$ cat config.mk
export PLATFORM = sky130hd
export DESIGN_NAME = rot_seq16
export DESIGN_NICKNAME = d
export VERILOG_FILES = /design/src/rtl/rot_seq16_pkg.sv /design/src/rtl/rot_seq16_dly.sv /design/src/rtl/rot_seq16.sv
export SDC_FILE = /design/constraint.sdc
export NUM_CORES = 1
export LEC_CHECK = 0
export ABC_AREA = 1
export BUFFER_PORTS_ARGS = -buffer_cell sky130_fd_sc_hd__buf_2
export CORE_MARGIN = 10
export CORE_UTILIZATION = 57
export CTS_CLUSTER_SIZE = 16
export DETAILED_ROUTE_END_ITERATION = 8
export PLACE_DENSITY = 0.9
export SYNTH_ARGS = -nofsm -noshare
export SYNTH_HDL_FRONTEND = slang
export SYNTH_SLANG_ARGS = --single-unit
$ cat constraint.sdc
create_clock -name CLK -period 5.9 [get_ports CLK]
set_input_delay 0.295 -clock CLK [delete_from_list [all_inputs] [get_ports CLK]]
set_output_delay 0.295 -clock CLK [all_outputs]
set_load 0.01 [all_outputs]
$ cat src/rtl/rot_seq16_pkg.sv
`default_nettype none
// ============================================================================
// Module   : rot_seq16_pkg
// Purpose  : Shared definitions for the 16-point twiddle rotation sequencer:
//            multiplier-select encodings, exponent-to-code table, routing tag.
// Revision : 1.0 - initial release
// ============================================================================
package rot_seq16_pkg;

  // Selects for the shared constant multiplier (code 3 is not used)
  localparam logic [1:0] MSEL_X0541 = 2'd0;
  localparam logic [1:0] MSEL_X0707 = 2'd1;
  localparam logic [1:0] MSEL_X1307 = 2'd2;

  // Per-exponent action: multiply or bypass, which constant, and -j post-rotation.
  // e4 marks the bypass-with-(-j) case, done locally as a swap/negate.
  typedef struct packed {
    logic       mult;
    logic [1:0] msel;
    logic       mpyj;
    logic       e4;
  } code_t;

  // Routing tag carried alongside every sample in flight
  typedef struct packed {
    logic valid;
    logic bypass;
    logic e4;
  } tag_t;

  // Indexed by rotation exponent e (0..7)
  localparam code_t [7:0] CODE_TABLE = {
    {1'b1, MSEL_X1307, 1'b1, 1'b0},  // e=7
    {1'b1, MSEL_X0707, 1'b1, 1'b0},  // e=6
    {1'b1, MSEL_X0541, 1'b1, 1'b0},  // e=5
    {1'b0, MSEL_X0541, 1'b0, 1'b1},  // e=4 : bypass, -j
    {1'b1, MSEL_X1307, 1'b0, 1'b0},  // e=3
    {1'b1, MSEL_X0707, 1'b0, 1'b0},  // e=2
    {1'b1, MSEL_X0541, 1'b0, 1'b0},  // e=1
    {1'b0, MSEL_X0541, 1'b0, 1'b0}   // e=0 : bypass
  };

  // Rotation exponent (k[1:0] * k[3:2]) mod 8; a 3-bit product wraps naturally
  function automatic logic [2:0] rot_exp(input logic [3:0] k);
    return {1'b0, k[1:0]} * {1'b0, k[3:2]};
  endfunction

endpackage
`default_nettype wire

$ cat src/rtl/rot_seq16_dly.sv
`default_nettype none
// ============================================================================
// Module   : rot_seq16_dly
// Purpose  : DEPTH-stage sample-plus-tag delay line, advancing one slot per
//            enabled cycle, so bypassed samples line up with multiplier results.
// Revision : 1.0 - initial release
// ============================================================================
module rot_seq16_dly
  import rot_seq16_pkg::*;
#(
  parameter int W     = 24,
  parameter int DEPTH = 4
) (
  input  logic         clk,
  input  logic         rst,
  input  logic         i_en,
  input  tag_t         i_tag,
  input  logic [W-1:0] i_data,
  output tag_t         o_tag,
  output logic [W-1:0] o_data
);

  tag_t         tag_chain  [DEPTH+1];
  logic [W-1:0] data_chain [DEPTH+1];

  assign tag_chain[0]  = i_tag;
  assign data_chain[0] = i_data;

  for (genvar g = 0; g < DEPTH; g++) begin : g_stage
    tag_t         tag_q,  tag_d;
    logic [W-1:0] data_q, data_d;

    // Take the previous slot only on enabled cycles, otherwise hold
    always_comb begin
      tag_d  = tag_q;
      data_d = data_q;
      if (i_en) begin
        tag_d  = tag_chain[g];
        data_d = data_chain[g];
      end
    end

    // Stage register; reset empties the slot
    always_ff @(posedge clk or posedge rst) begin
      if (rst) begin
        tag_q  <= '0;
        data_q <= '0;
      end else begin
        tag_q  <= tag_d;
        data_q <= data_d;
      end
    end

    assign tag_chain[g+1]  = tag_q;
    assign data_chain[g+1] = data_q;
  end

  assign o_tag  = tag_chain[DEPTH];
  assign o_data = data_chain[DEPTH];

endmodule
`default_nettype wire

$ cat src/rtl/rot_seq16.sv
`default_nettype none
// ============================================================================
// Module   : rot_seq16
// Purpose  : 16-point twiddle rotation sequencer. Indexes incoming samples,
//            sends multiply cases to a shared constant multiplier, delays
//            bypass cases to match, and re-emits samples in order LAT+1
//            enabled cycles after acceptance.
// Options  : ROT_SEQ16_FRAME_ERR_EN - enables sticky short-frame flag FERR.
// Revision : 1.0 - initial release
// ============================================================================
module rot_seq16
  import rot_seq16_pkg::*;
#(
  parameter int nb  = 12,
  parameter int LAT = 4
) (
  input  logic          CLK,
  input  logic          RST,
  input  logic          EI,
  input  logic          START,
  input  logic          ED,
  input  logic [nb-1:0] DR,
  input  logic [nb-1:0] DI,
  output logic          MED,
  output logic          MPYJ,
  output logic [1:0]    MSEL,
  output logic [nb-1:0] MDR,
  output logic [nb-1:0] MDI,
  input  logic [nb-1:0] MDOR,
  input  logic [nb-1:0] MDOI,
  output logic [nb-1:0] DOR,
  output logic [nb-1:0] DOI,
  output logic          RDY,
  output logic          FERR
);

  logic          accept;
  logic [3:0]    idx;
  code_t         code;

  logic [3:0]    k_q, k_d;
  logic          med_q, med_d;
  logic          mpyj_q, mpyj_d;
  logic [1:0]    msel_q, msel_d;
  logic [nb-1:0] mdr_q, mdr_d;
  logic [nb-1:0] mdi_q, mdi_d;
  tag_t          tag0_q, tag0_d;
  logic [nb-1:0] dor_q, dor_d;
  logic [nb-1:0] doi_q, doi_d;
  logic          rdy_q, rdy_d;

  tag_t            tag_tail;
  logic [2*nb-1:0] data_tail;
  logic [nb-1:0]   tail_r, tail_i;

  // A START sample is index 0 regardless of the running count
  assign accept = EI & ED;
  assign idx    = START ? 4'd0 : k_q;
  assign code   = CODE_TABLE[rot_exp(idx)];

  // Sample index counter: one step per accepted sample, START restarts it
  always_comb begin
    k_d = k_q;
    if (EI) begin
      if (START)   k_d = ED ? 4'd1 : 4'd0;
      else if (ED) k_d = k_q + 4'd1;
    end
  end

  // Issue stage: register the sample, fire the multiplier, tag the route
  always_comb begin
    med_d  = med_q;
    mpyj_d = mpyj_q;
    msel_d = msel_q;
    mdr_d  = mdr_q;
    mdi_d  = mdi_q;
    tag0_d = tag0_q;
    if (EI) begin
      med_d         = accept & code.mult;
      tag0_d.valid  = accept;
      tag0_d.bypass = ~code.mult;
      tag0_d.e4     = code.e4;
      if (accept) begin
        mdr_d = DR;
        mdi_d = DI;
        // Select lines only move when a new multiply is launched
        if (code.mult) begin
          msel_d = code.msel;
          mpyj_d = code.mpyj;
        end
      end
    end
  end

  // Bypass samples travel alongside their tags to meet the multiplier latency
  rot_seq16_dly #(
    .W     (2*nb),
    .DEPTH (LAT)
  ) u_dly (
    .clk    (CLK),
    .rst    (RST),
    .i_en   (EI),
    .i_tag  (tag0_q),
    .i_data ({mdr_q, mdi_q}),
    .o_tag  (tag_tail),
    .o_data (data_tail)
  );

  assign tail_r = data_tail[2*nb-1:nb];
  assign tail_i = data_tail[nb-1:0];

  // Output stage: route by the sample's own tag; hold data between strobes
  always_comb begin
    rdy_d = rdy_q;
    dor_d = dor_q;
    doi_d = doi_q;
    if (EI) begin
      rdy_d = tag_tail.valid;
      if (tag_tail.valid) begin
        if (!tag_tail.bypass) begin
          dor_d = MDOR;
          doi_d = MDOI;
        end else if (tag_tail.e4) begin
          // (r + j i) * (-j) = i - j r ; negation wraps, no saturation
          dor_d = tail_i;
          doi_d = -tail_r;
        end else begin
          dor_d = tail_r;
          doi_d = tail_i;
        end
      end
    end
  end

  // State registers
  always_ff @(posedge CLK or posedge RST) begin
    if (RST) begin
      k_q    <= '0;
      med_q  <= 1'b0;
      mpyj_q <= 1'b0;
      msel_q <= '0;
      mdr_q  <= '0;
      mdi_q  <= '0;
      tag0_q <= '0;
      dor_q  <= '0;
      doi_q  <= '0;
      rdy_q  <= 1'b0;
    end else begin
      k_q    <= k_d;
      med_q  <= med_d;
      mpyj_q <= mpyj_d;
      msel_q <= msel_d;
      mdr_q  <= mdr_d;
      mdi_q  <= mdi_d;
      tag0_q <= tag0_d;
      dor_q  <= dor_d;
      doi_q  <= doi_d;
      rdy_q  <= rdy_d;
    end
  end

`ifdef ROT_SEQ16_FRAME_ERR_EN
  logic ferr_q, ferr_d;

  // Sticky flag: a frame restarted before the previous one wrapped to 0
  always_comb begin
    ferr_d = ferr_q | (EI & START & (k_q != 4'd0));
  end

  // Short-frame flag register, cleared only by reset
  always_ff @(posedge CLK or posedge RST) begin
    if (RST) ferr_q <= 1'b0;
    else     ferr_q <= ferr_d;
  end

  assign FERR = ferr_q;
`else
  assign FERR = 1'b0;
`endif

  assign MED  = med_q;
  assign MPYJ = mpyj_q;
  assign MSEL = msel_q;
  assign MDR  = mdr_q;
  assign MDI  = mdi_q;
  assign DOR  = dor_q;
  assign DOI  = doi_q;
  assign RDY  = rdy_q;

endmodule
`default_nettype wire

After elaboration in Yosys (flattened, before gate mapping)
Memories as Yosys holds them, arrays and structs flattened. Cells that the tools add are included.

Logic and storage cells: 50. Input port bits: 53. Register bits: 168. Memories: 1. Bits in read-only memories: 40.

Multipliers: 1. Order comparisons: 1. Mux-type cells: 9. Bitwise operators: 3. Add/subtract/negate cells: 2. Reduce and logical (&&, ||, !) cells: 5.

Memories: (name not given) (words 8, width 5, rd ports 1, clocked after Yosys merged registers in 0, write ports 0, line rot_seq16.sv:59) `assign code = CODE_TABLE[rot_exp(idx)];`.

Operators by type and width (number): two-way mux 12 bit (4); two-way mux 4 bit (3); negation 12 bit (1); AND reduction 2 bit (3); two-way mux 5 bit (1); adder 4 x 1 -> 4 bit (second input constant) (1); less-than comparator 3 x 4 -> 1 bit (second input constant) (1); multiplier 2 x 2 -> 3 bit (1); AND reduction 3 bit (1); AND 1 bit (2); nonzero test 2 bit (1); two-way mux 1 bit (1); NOT 1 bit (1).

Depth between registers and ports, before layout
Gate-level depths: netlist of run 1.

Word-level depth: 5. Gate-level depth with buffers: 10. Depth with buffers taken out: 10.

By module
Synthesis of run 1 repeated with hierarchy kept, for this count alone.

Cells, all modules: 853. Area total of the unflattened synthesis: 7129.3 µm².

Modules (own cells, without submodules): rot_seq16_dly (instances 1, cells an instance 457, seq. area each 2702.6 µm², area each 4073.9 µm²); rot_seq16 (instances 1, cells an instance 396, seq. area each 1501.4 µm², area each 3055.4 µm²).

Worst setup path before layout of run 1
Ideal clock, no wire load.

Kind: flip-flop to flip-flop. Start point: reg u_dly.g_stage[3].data_q[12] (netlist: u_dly.o_data[12]). End point: reg doi_q[6] (netlist: DOI[6]). Clock period less this slack: 1.285 ns. Setup time: 0.077 ns. Buffers on the path: 0. Cell stages (with the launch flop): 11. Slack: 4.615 ns. Arrival time: 1.208 ns. Cells stage by stage: dfrtp_1 inv_1 ha_1 nand2_1 inv_1 nand3_1 nand2_1 o21ai_0 nand2_1 nand2_1 a21oi_1.

Longest elaborated chain between the ends: 3.

Ends and longest elaborated chain: from (decl) (line rot_seq16_dly.sv:31) `logic [W-1:0] data_q, data_d;`; from (signal assigned) (line rot_seq16_dly.sv:50) `data_q <= data_d;`; negation 12 bit (line rot_seq16.sv:126) `doi_d = -tail_r;`; two-way mux 12 bit (line rot_seq16.sv:123) `end else if (tag_tail.e4) begin`; two-way mux 12 bit (line rot_seq16.sv:120) `if (!tag_tail.bypass) begin`; to (signal assigned) (line rot_seq16.sv:157) `doi_q <= doi_d;`; to (decl) (line rot_seq16.sv:49) `logic [nb-1:0] doi_q, doi_d;`.

No other way between the ends. A chain may end at the register's enable or synchronous reset.

Worst setup path after layout of run 1
Start point: reg u_dly.g_stage[3].tag_q (netlist bit u_dly.o_tag[0]). End point: reg doi_q[1] (netlist: DOI[1]).

Longest elaborated chain between the ends: 2.

Ends and longest elaborated chain: from (decl) (line rot_seq16_dly.sv:30) `tag_t tag_q, tag_d;`; from (signal assigned) (line rot_seq16_dly.sv:49) `tag_q <= tag_d;`; two-way mux 12 bit (line rot_seq16.sv:123); two-way mux 12 bit (line rot_seq16.sv:120).

No other way between the ends.

==> metrics, run 1 <==
H-tree levels 4; delay-heaviest family, CP flip-flops; most frequent CP cell a21oi_1; Peak VDD IR 0.237 mV; CP max FO 37; slew margin rel. 34.6%; Synth top area share 59.7%; failing checks negative hold slack; total track usage 17.8%; status finished with violations; Die H 131 um; io pins 107; # diodes 0; Hold Slack -0.00433 ns; GRT overflow 0; Setup Skew 0.00583 ns; Tcrit/Tclk final 34.2%; Hold WC Path Type input port to async pin; Setup Fix Bufs, Post-CTS 0; Syn. warnings 0; Vias per Instance 5.20; Net Count, Synth 801; buffers added on ports 105; Period minus WS final 2.02 ns; final setup vio count 0; Clock Sinks 168; deepest clock path buffer count 2; worst reg2reg setup slack 3.88 ns; actual slew at the worst max-slew pin 0.981 ns; arrival time of the worst setup path 2.37 ns; Worst Setup SP u_dly.o_tag[0]; layout cells sized above 1 21.4%; Tot Pwr 3.10 mW; CTS resizes 0; hold_buf cts 0; 1st-iter DRT viols 491; kind of critical path flip-flop to flip-flop; Worst EP required 6.25 ns; Root Driver clkbuf_16; Final Hold Viols 1; critical path launch point type flip-flop; r2r startpoint u_dly.o_tag[0]; WL/cell 14.9 um; Power per Cell Area 381 mW/mm2; Max Fclk 0.495 GHz; max-slew violations 0; largest net degree at the start of global routing 109; number of global-route vias before repair 5301; starting density of the core 58.4%; Worst-Skew Late Latency 0.42 ns; Die Area 0.0172 mm2; WP buf/inv 1; first-pass GRT wire length 25700 um; R2R cell count 4; WL final 15100 um; Site Rows 40; Leakage Power 3.95 nW; crit path to DOI[1]; Seq cells post-synth 168; die span in x 131 um; DP Area 0.00754 mm2; CTS tree built; Final #Nets 886; commonest non-fill, non-tap cell in the layout dfrtp_1; synthesized area 0.00704 mm2; design area 0.00812 mm2; Max stage delay cell, worst path dfrtp_1; Mean Syn Cell Area 9.45 um2; Vias 5261; r2r endpoint DOI[1]; Reg clk slew, reported paths 0.06 ns; DP HPWL 10000 um; post-route insts no fill 1011; DRC viols 0; biggest cell delay along the critical path 0.97 ns; area leader, netlist dfrtp_1; CP Depth 4; Fin Setup TNS 0 ns; Inserted Clock Buffers 17; Area growth syn-to-layout 15.4%; initial antenna violation count 0; Post-Syn Instances 745; MaxCap Viol Count 0; critical-path cell list inv_1 > a21oi_1 > o21ai_0 > a21oi_1; register area share after synthesis 59.7%; DRT antenna net count 0; total iterations of the first detailed-routing run 5; GPL Wtd Cong 0.840; Netlist cell types 29; most frequent cells in the layout 168 x dfrtp_1, 153 x nand2_1, 104 x buf_2; largest cells by area after synthesis dfrtp_1 60%, nand2_1 8.2%, a21oi_1 7.1%; Setup crit end kind flip-flop; placed insts 979; core area 0.0121 mm2; unrepaired setup endpoints after global routing no
==> layer usage <==
layer / vias up / global-route usage, % / wire length [um]
met5: - / 0 / 0
met4: 0 / 5.31 / 152
met3: 16 / 5.53 / 952
met2: 165 / 27.9 / 7130
met1: 2494 / 23.3 / 6880
li1: 2586 / - / -
==> cells by family after synthesis <==
group	count (synthesis)	synth area share (%)
buffers and inverters	114	7.59
muxes	25	4.00
and+or+nand+nor	241	13.9
xor gates and xnor gates	2	0.249
DFF	168	59.7
other	1	0.0533
AOI/OAI and AO/OA	191	14.0
adders and majority gates	3	0.533
==> stage by stage <==
stage               util [%]  worst slack (ns)
global placement        62.5              3.81
finish                  67.3              3.88
floorplan                  -              1.06
CTS                     67.3              3.91
detailed placement      62.5              3.78
global route            67.3              3.61
==> cells in the mapped netlist (all sizes together) <==
cell type    n
a22o         1
xnor2        1
nand2      157
o22ai        1
nand4        2
dfrtp      168
inv         72
o211ai       1
o21ai       83
nor3         2
buf         31
ha           3
xor2         1
a21oi      105
nor2        64
clkbuf      11
mux2        25
conb         1
nand3       16
==> state kept, by name, indices dropped and copies added, names as in the netlist <==
| signal | flops |
|---|---|
| MDI | 12 |
| DOI | 12 |
| u_dly.o_data | 24 |
| k_q | 4 |
| MDR | 12 |
| u_dly.g_stage.data_q | 72 |
| MPYJ | 1 |
| tag0_q | 3 |
| u_dly.o_tag | 3 |
| u_dly.g_stage.tag_q | 9 |
| MED | 1 |
| DOR | 12 |
| RDY | 1 |
| MSEL | 2 |
==> worst min-delay path by stage <==
stage          cells after the start  slack, ns                   endpoint                        start
2_1_floorplan                      2       0.40                     MDI[0]                        DI[0]
3_3_place_gp                       2       0.46  u_dly.g_stage[1].tag_q[2]    u_dly.g_stage[0].tag_q[2]
3_5_place_dp                       2       0.47           u_dly.o_data[16]  u_dly.g_stage[2].data_q[16]
4_1_cts                            2       0.04                     DOI[0]                          RST
5_1_grt                            2       0.06                     DOI[0]                          RST
6_report                           2     -0.004                     DOI[0]                          RST
==> final cells by class <==
class	count	area (um2)
Fill cell	902	3940
Clock buffer	18	429
Clock inverter	14	148
Inverter	72	275
Tap cell	168	210
Timing Repair Buffer	108	554
Sequential cell	168	4200
Multi-Input combinational cell	463	2300
==> power breakdown <==
part / leakage (nW) / internal [mW] / switching, mW
Combinational: 1.65 / 0.207 / 0.333
Clock: 0.274 / 0.625 / 0.459
Sequential: 2.02 / 1.35 / 0.124
Total: 3.95 / 2.18 / 0.916
Power figures use the tool's default switching activity.
==> run 2, diff against run 1 <==
Settings changed: ABC_AREA 1 to 0, CORE_UTILIZATION 57 to 51, PLACE_DENSITY 0.9 to 0.86.
Clock period 5.9 ns to 1.6 ns, I/O delays scaled along.
==> run 2 against run 1 <==
Effect of this change: the flow now finishes without violations; sequential share of layout area shrank 4.9 points; combinational power grew to 5.4 times the previous value; global-route usage grew 0.064 points; setup slack lost 3.8 ns; via count shrank 7.1%; power grew to 4.2 times the previous value; synthesized cell count shrank 21%; clock power grew to 3.7 times the previous value; critical path depth grew 2; non-clock buffer count grew 69; sequential power grew to 4.1 times the previous value; critical path type unchanged; largest cell class unchanged; largest power group unchanged.
==> metrics, run 2 <==
ys async rst share 100% (unchanged); placed insts 860 (-12%); R2R cell count 6 (+2); first-pass GRT wire length 26700 um (+3.6%); most frequent cells in the layout 168 x dfrtp_1, 110 x nand2_1, 104 x mux2_2, 104 x buf_2, 45 x dlygate4sd3_1; total track usage 17.9% (+0.064 points); Tot Pwr 12.9 mW (+320%); Hold Startpoint ED; initial antenna violation count 0 (unchanged); Mean Syn Cell Area 11.9 um2 (+26%); Worst-Skew Late Latency 0.42 ns (about the same); Final Hold Viols 0 (-1); DRT antenna net count 0 (unchanged); deepest clock path buffer count 2 (unchanged); Hold Path Depth 3; r2r startpoint u_dly.o_data[16]; Peak VDD IR 0.789 mV (+230%); Die H 137 um (+4.5%); Synth top area share 60.2% (+0.44 points); predominant post-synthesis flop cell dfrtp_1; Worst Setup SP u_dly.o_data[16]; total iterations of the first detailed-routing run 4 (-1); starting density of the core 52.3% (-6.0 points); design area 0.00896 mm2 (+10%); Power per Cell Area 1440 mW/mm2 (+280%); Setup Skew 0.00514 ns (-0.000696 ns); Leakage Power 4.28 nW (+8.6%); Area growth syn-to-layout 28.3%; r2r endpoint DOI[10]; final setup vio count 0 (unchanged); commonest non-fill, non-tap cell in the layout dfrtp_1; Period minus WS final 1.53 ns (-0.492 ns); synthesized area 0.00699 mm2 (-0.73%); Vias per Instance 5.21 (+0.14%); DP HPWL 11300 um (+13%); area of the multi-input gates 0.00261 mm2 (+14%); biggest cell delay along the critical path 0.38 ns (-0.59 ns); Seq cells post-synth 168 (unchanged); CTS tree built; Site Rows 42 (+5.0%); commonest cells in the netlist 168 x dfrtp_1, 110 x nand2_1, 104 x mux2_2; CP max FO 7 (-81%); DRC viols 0 (unchanged); sequential cell area 0.00420 mm2 (unchanged); fillers 965 (+7.0%); worst reg2reg setup slack 0.07 ns (-3.81 ns); 1st-iter DRT viols 235 (-52%); actual slew at the worst max-slew pin 0.542 ns (-0.439 ns); H-tree levels 4 (unchanged); # diodes 0 (unchanged); area leader, netlist dfrtp_1; largest net degree at the start of global routing 48 (-56%); io pins 107 (unchanged); Post-Syn Instances 589 (-21%); Setup crit end kind flip-flop; hold endpoint k_q[1]; Syn. warnings 0 (unchanged); layout cells sized above 1 35.7% (+14 points); arrival time of the worst setup path 1.80 ns (-0.57 ns); unrepaired setup endpoints after global routing yes; Final #Nets 806 (-9.0%); Post-synth EDFFs 0 (unchanged); Top reg by flops u_dly.g_stage.data_q; Max stage delay cell, worst path dfrtp_1; max-slew violations 0 (unchanged); MaxCap Viol Count 0 (unchanged); largest cells by area after synthesis dfrtp_1 60%, mux2_2 17%, nand2_1 5.9%; Netlist cell types 42 (+45%); critical path launch point type flip-flop; WL final 16100 um (+6.5%); GPL Wtd Cong 0.861 (+2.5%); Die Area 0.0188 mm2 (+9.2%); Worst EP required 1.87 ns (-4.38 ns); Clock Sinks 168 (unchanged); Hold WC Path Type input port to flip-flop; Reg clk slew, reported paths 0.06 ns (about the same); slew margin rel. 63.8% (+29 points); Tcrit/Tclk final 95.4% (+61 points); max reg flops 72 (unchanged); die span in x 137 um (+4.5%); critical-path cell list buf_6 > nor4_4 > buf_4 > nand4b_1 > xnor2_1 > a41oi_1; buffers added on ports 105 (unchanged); kind of critical path flip-flop to flip-flop; GRT overflow 0 (unchanged); post-route insts no fill 938 (-7.2%); WL/cell 17.2 um (+15%); Max Fclk 0.655 GHz (+32%); Root Driver clkbuf_16; DP Area 0.00789 mm2 (+4.6%); final core utilization 67.1% (-0.18 points); number of global-route vias before repair 5268 (-0.62%); Vias 4888 (-7.1%); Inserted Clock Buffers 17 (unchanged); Net Count, Synth 645 (-19%); count leader, synth dfrtp_1; core area 0.0133 mm2 (+11%); register area share after synthesis 60.2% (+0.44 points); status finished clean
[run 2: cell count changes after synthesis, sizes merged, moves of 8 or more]
| cell | change |
|---|---|
| inv | -61 |
| o21ai | -57 |
| a21oi | -78 |
| nor2 | -31 |
| nand2 | -47 |
| mux2i | +16 |
| xnor2 | +8 |
| clkbuf | +8 |
| buf | -15 |
| nand3 | -15 |
| mux2 | +79 |
[run 2: how the worst max path moves through the flow]
stage / to / slack, ns / cells after the start
after floorplan: DOI[0] / -0.62 / 1
after global placement: DOI[5] / 0.08 / 4
after detailed placement: MED / -0.03 / 4
after CTS: DOI[10] / 0.04 / 6
after global routing: DOI[10] / -0.07 / 6
final: DOI[10] / 0.07 / 6
[run 2: cells by family after synthesis]
logic type	Yosys count	synth area share (%)
other cells	1	0.0537
simple gates	166	10.0
xor+xnor	12	1.50
buf+inv	46	2.72
mux	120	19.1
flops	168	60.2
compound gates	73	5.91
fa+ha+maj	3	0.537
[run 2: what timing repair did]
item,4_1_cts,5_1_grt
gates resized for setup,1,6
setup endpoints to repair,1,8
pin swaps,0,6
hold buffers,45,0
hold endpoints to repair,57,0
buffers inserted,0,2
[run 2: final cells by class]
type,instances,share of cell area [%]
sequential,168,46.9
multi-input combinational,375,29.1
timing repair buffer,177,14.5
clock buffer,20,5.10
tap,176,2.46
clock inverter,11,1.37
inverter,11,0.503
[run 2: worst max-delay path, delay by kind of cell, from the launching register on]
kind	cells	cell delay, ns
XOR/XNOR	1	0.17
buffers and inverters	2	0.31
flip-flops	1	0.38
AO/OA/AOI/OAI	1	0.14
AND/OR/NAND/NOR	2	0.37
[run 2: metrics by stage]
| stage | setup TNS (ns) | worst slack [ns] | hold slack [ns] |
|---|---|---|---|
| 4_1_cts | 0 | 0.0360 | 0.0187 |
| 3_5_place_dp | -0.0300 | -0.0300 | 0.156 |
| 6_report | 0 | 0.0729 | 0.0366 |
| 5_1_grt | -0.115 | -0.0665 | 0.0611 |
| 3_3_place_gp | 0 | 0.0830 | 0.147 |
| 2_1_floorplan | -104.28 | -0.621 | 0.169 |
[run 2: routing by layer]
| metal | routed length, um | share of wire, % | GRT usage, % |
|---|---|---|---|
| met5 | 0 | 0 | 0 |
| met4 | 321 | 2.0 | 7.38 |
| met3 | 1040 | 6.5 | 5.13 |
| met2 | 7840 | 49 | 28.8 |
| met1 | 6890 | 43 | 22.2 |
[run 2: power by group]
part           internal [mW]  switching, mW  leakage (nW)
logic                   1.46           1.44          1.91
registers               5.27          0.737          2.10
clock network           2.37           1.62         0.275
==> run 3, diff against run 2 <==
Settings changed: CORE_UTILIZATION 51 to 27, CTS_BUF_LIST set to sky130_fd_sc_hd__clkbuf_8, PLACE_DENSITY 0.86 to 0.55.
==> run 3 against run 2 <==
Effect of this change: final cell count is 17% higher; final area is 0.43% higher; combinational power is 3% lower; utilization is 32 points lower; sequential power is 0.7% lower; non-clock buffer count is 3 higher; clock-buffer cell count is 2 lower; first-iteration DRC count is 14% higher; sequential cell count stayed put; clock power is 25% lower; hold slack better by 0.0037 ns; critical path type is now input port to flip-flop; critical endpoint is now k_q[3]; largest power group unchanged.
==> metrics, run 3 (synthesis gave the netlist of run 2 again) <==
status finished clean; 1st-iter DRT viols 267 (+14%); Tcrit/Tclk final 96.8% (+1.4 points); critical path launch point type input port; Setup Skew 0.0140 ns (+0.00888 ns); deepest clock path buffer count 2 (unchanged); layout cells sized above 1 35.6% (-0.056 points); first-pass GRT wire length 26700 um (+0.23%); Setup Fix Bufs, Post-CTS 0 (unchanged); kind of critical path input port to flip-flop; Leakage Power 4.22 nW (-1.4%); GRT overflow 0 (unchanged); initial antenna violation count 0 (unchanged); final setup vio count 0 (unchanged); Power per Cell Area 1310 mW/mm2 (-9.0%); Setup crit end kind flip-flop; Final Hold Viols 0 (unchanged); total iterations of the first detailed-routing run 4 (unchanged); buffers added on ports 105 (unchanged); DP Area 0.00810 mm2 (+2.6%); worst reg2reg setup slack 0.09 ns (+0.02 ns); max reg flops 72 (unchanged); design area 0.00900 mm2 (+0.43%); Net Sw Frac 31.1% (+1.7 points); Vias per Instance 4.29 (-18%); Setup WS post-layout 0.0511 ns (-0.0218 ns); Top reg by flops u_dly.g_stage.data_q; Final #Nets 809 (+0.37%); Fin Setup TNS 0 ns (unchanged); # diodes 0 (unchanged); area of the multi-input gates 0.00260 mm2 (-0.43%); Die H 181 um (+32%); CTS tree built; H-tree levels 4 (unchanged); DP HPWL 11700 um (+3.6%); core area 0.0253 mm2 (+90%); total track usage 10.0% (-7.9 points); slew margin rel. 55.6% (-8.2 points); Area growth syn-to-layout 28.8%; Switch Pwr 3.66 mW (-3.4%); actual slew at the worst max-slew pin 0.664 ns (+0.122 ns); Site Rows 58 (+38%); most frequent cells in the layout 166 x dfrtp_1, 110 x nand2_1, 104 x mux2_2, 104 x buf_2, 50 x dlygate4sd3_1; Die Area 0.0327 mm2 (+74%); starting density of the core 27.6% (-25 points); CP max FO 8 (+1); Inserted Clock Buffers 17 (unchanged); Root Driver clkbuf_8; Clock Sinks 168 (unchanged); WL/cell 14.7 um (-14%); WL final 16100 um (+0.21%); Pint 8.11 mW (-11%); Peak VDD IR 0.547 mV (-31%); number of global-route vias before repair 4907 (-6.9%); sequential cell area 0.00421 mm2 (about the same); unrepaired setup endpoints after global routing no; Reg clk slew, reported paths 0.09 ns (+0.03 ns); die span in x 181 um (+32%); largest net degree at the start of global routing 53 (+10%); Max Fclk 0.646 GHz (-1.4%); commonest non-fill, non-tap cell in the layout dfrtp_1; max-slew violations 0 (unchanged); Worst EP required 1.94 ns (+0.07 ns); Hold Slack 0.0404 ns (+0.00373 ns); Hold WC Path Type input port to flip-flop; Combinational Power Share 23.8% (+1.3 points); Worst-Skew Late Latency 0.45 ns (+0.03 ns); io pins 107 (unchanged); Vias 4705 (-3.7%); Seq pwr share 50.6% (+4.0 points); Clk pwr share 25.6% (-5.3 points); GPL Wtd Cong 0.753 (-13%); MaxCap Viol Count 0 (unchanged); arrival time of the worst setup path 1.89 ns (+0.09 ns); DRC viols 0 (unchanged); worst slack, placed 0.0354 ns (+0.0654 ns); Period minus WS final 1.55 ns (+0.0218 ns); DRT antenna net count 0 (unchanged); Tot Pwr 11.8 mW (-8.6%); fillers 2496 (+160%)
-- run 3: metrics by stage --
stage                     instances  utilization, %
after floorplan                 589               -
after global placement         1014            32.0
after detailed placement       1014            32.0
after CTS                      1096            35.5
after global routing           1096            35.5
final                          1096            35.5
-- run 3: critical path, stage by stage --
cell           delay [ns]
dlygate4sd3_1        0.53
buf_2                0.14
and2_2               0.24
nand4_1              0.13
xor2_1               0.17
a21oi_1              0.05
dlygate4sd3_1        0.55
-- run 3: cell type report --
| cell class | count | share of cell area [%] |
|---|---|---|
| flip-flops and latches | 168 | 46.7 |
| multi-input cells | 375 | 28.9 |
| repair buffers | 180 | 14.9 |
| well taps | 330 | 4.59 |
| clock buffers | 18 | 2.75 |
| clock inverters | 14 | 1.63 |
| inverters | 11 | 0.500 |
-- run 3: power by group through the flow --
stage                     combinational, mW  sequential [mW]  clock (mW)
after detailed placement               2.76             6.06           0
after global placement                 2.72             6.03           0
final                                  2.81             5.96        3.01
after floorplan                        1.54             6.02           0
after CTS                              2.86             5.97        3.16
after global routing                   3.16             6.11        3.32
-- run 3: metal layers --
layer	vias to the layer above	global-route usage, %	share of wire (%)
met3	17	2.56	4.9
met4	0	3.64	1.4
met1	2239	13.9	51
li1	2339	-	-
met2	110	14.7	43
met5	-	0	0
-- run 3: timing repair --
| action | 4_1_cts | 5_1_grt |
|---|---|---|
| endpoints found under the hold margin | 64 | 0 |
| hold buffers | 50 | 0 |
| resized for setup | 0 | 6 |
| endpoints found under the setup margin | 0 | 7 |
-- run 3: worst paths after layout --
kind	start	end	cells past startpoint
max reg2reg	u_dly.o_data[14]	DOI[8]	6
min in group asynchronous	RST	u_dly.g_stage[2].data_q[23]	3
min	MDOI[3]	DOI[3]	5
max	ED	k_q[3]	7
min reg2reg	DOR[8]	DOR[8]	2
max in group asynchronous	RST	u_dly.g_stage[0].data_q[0]	4
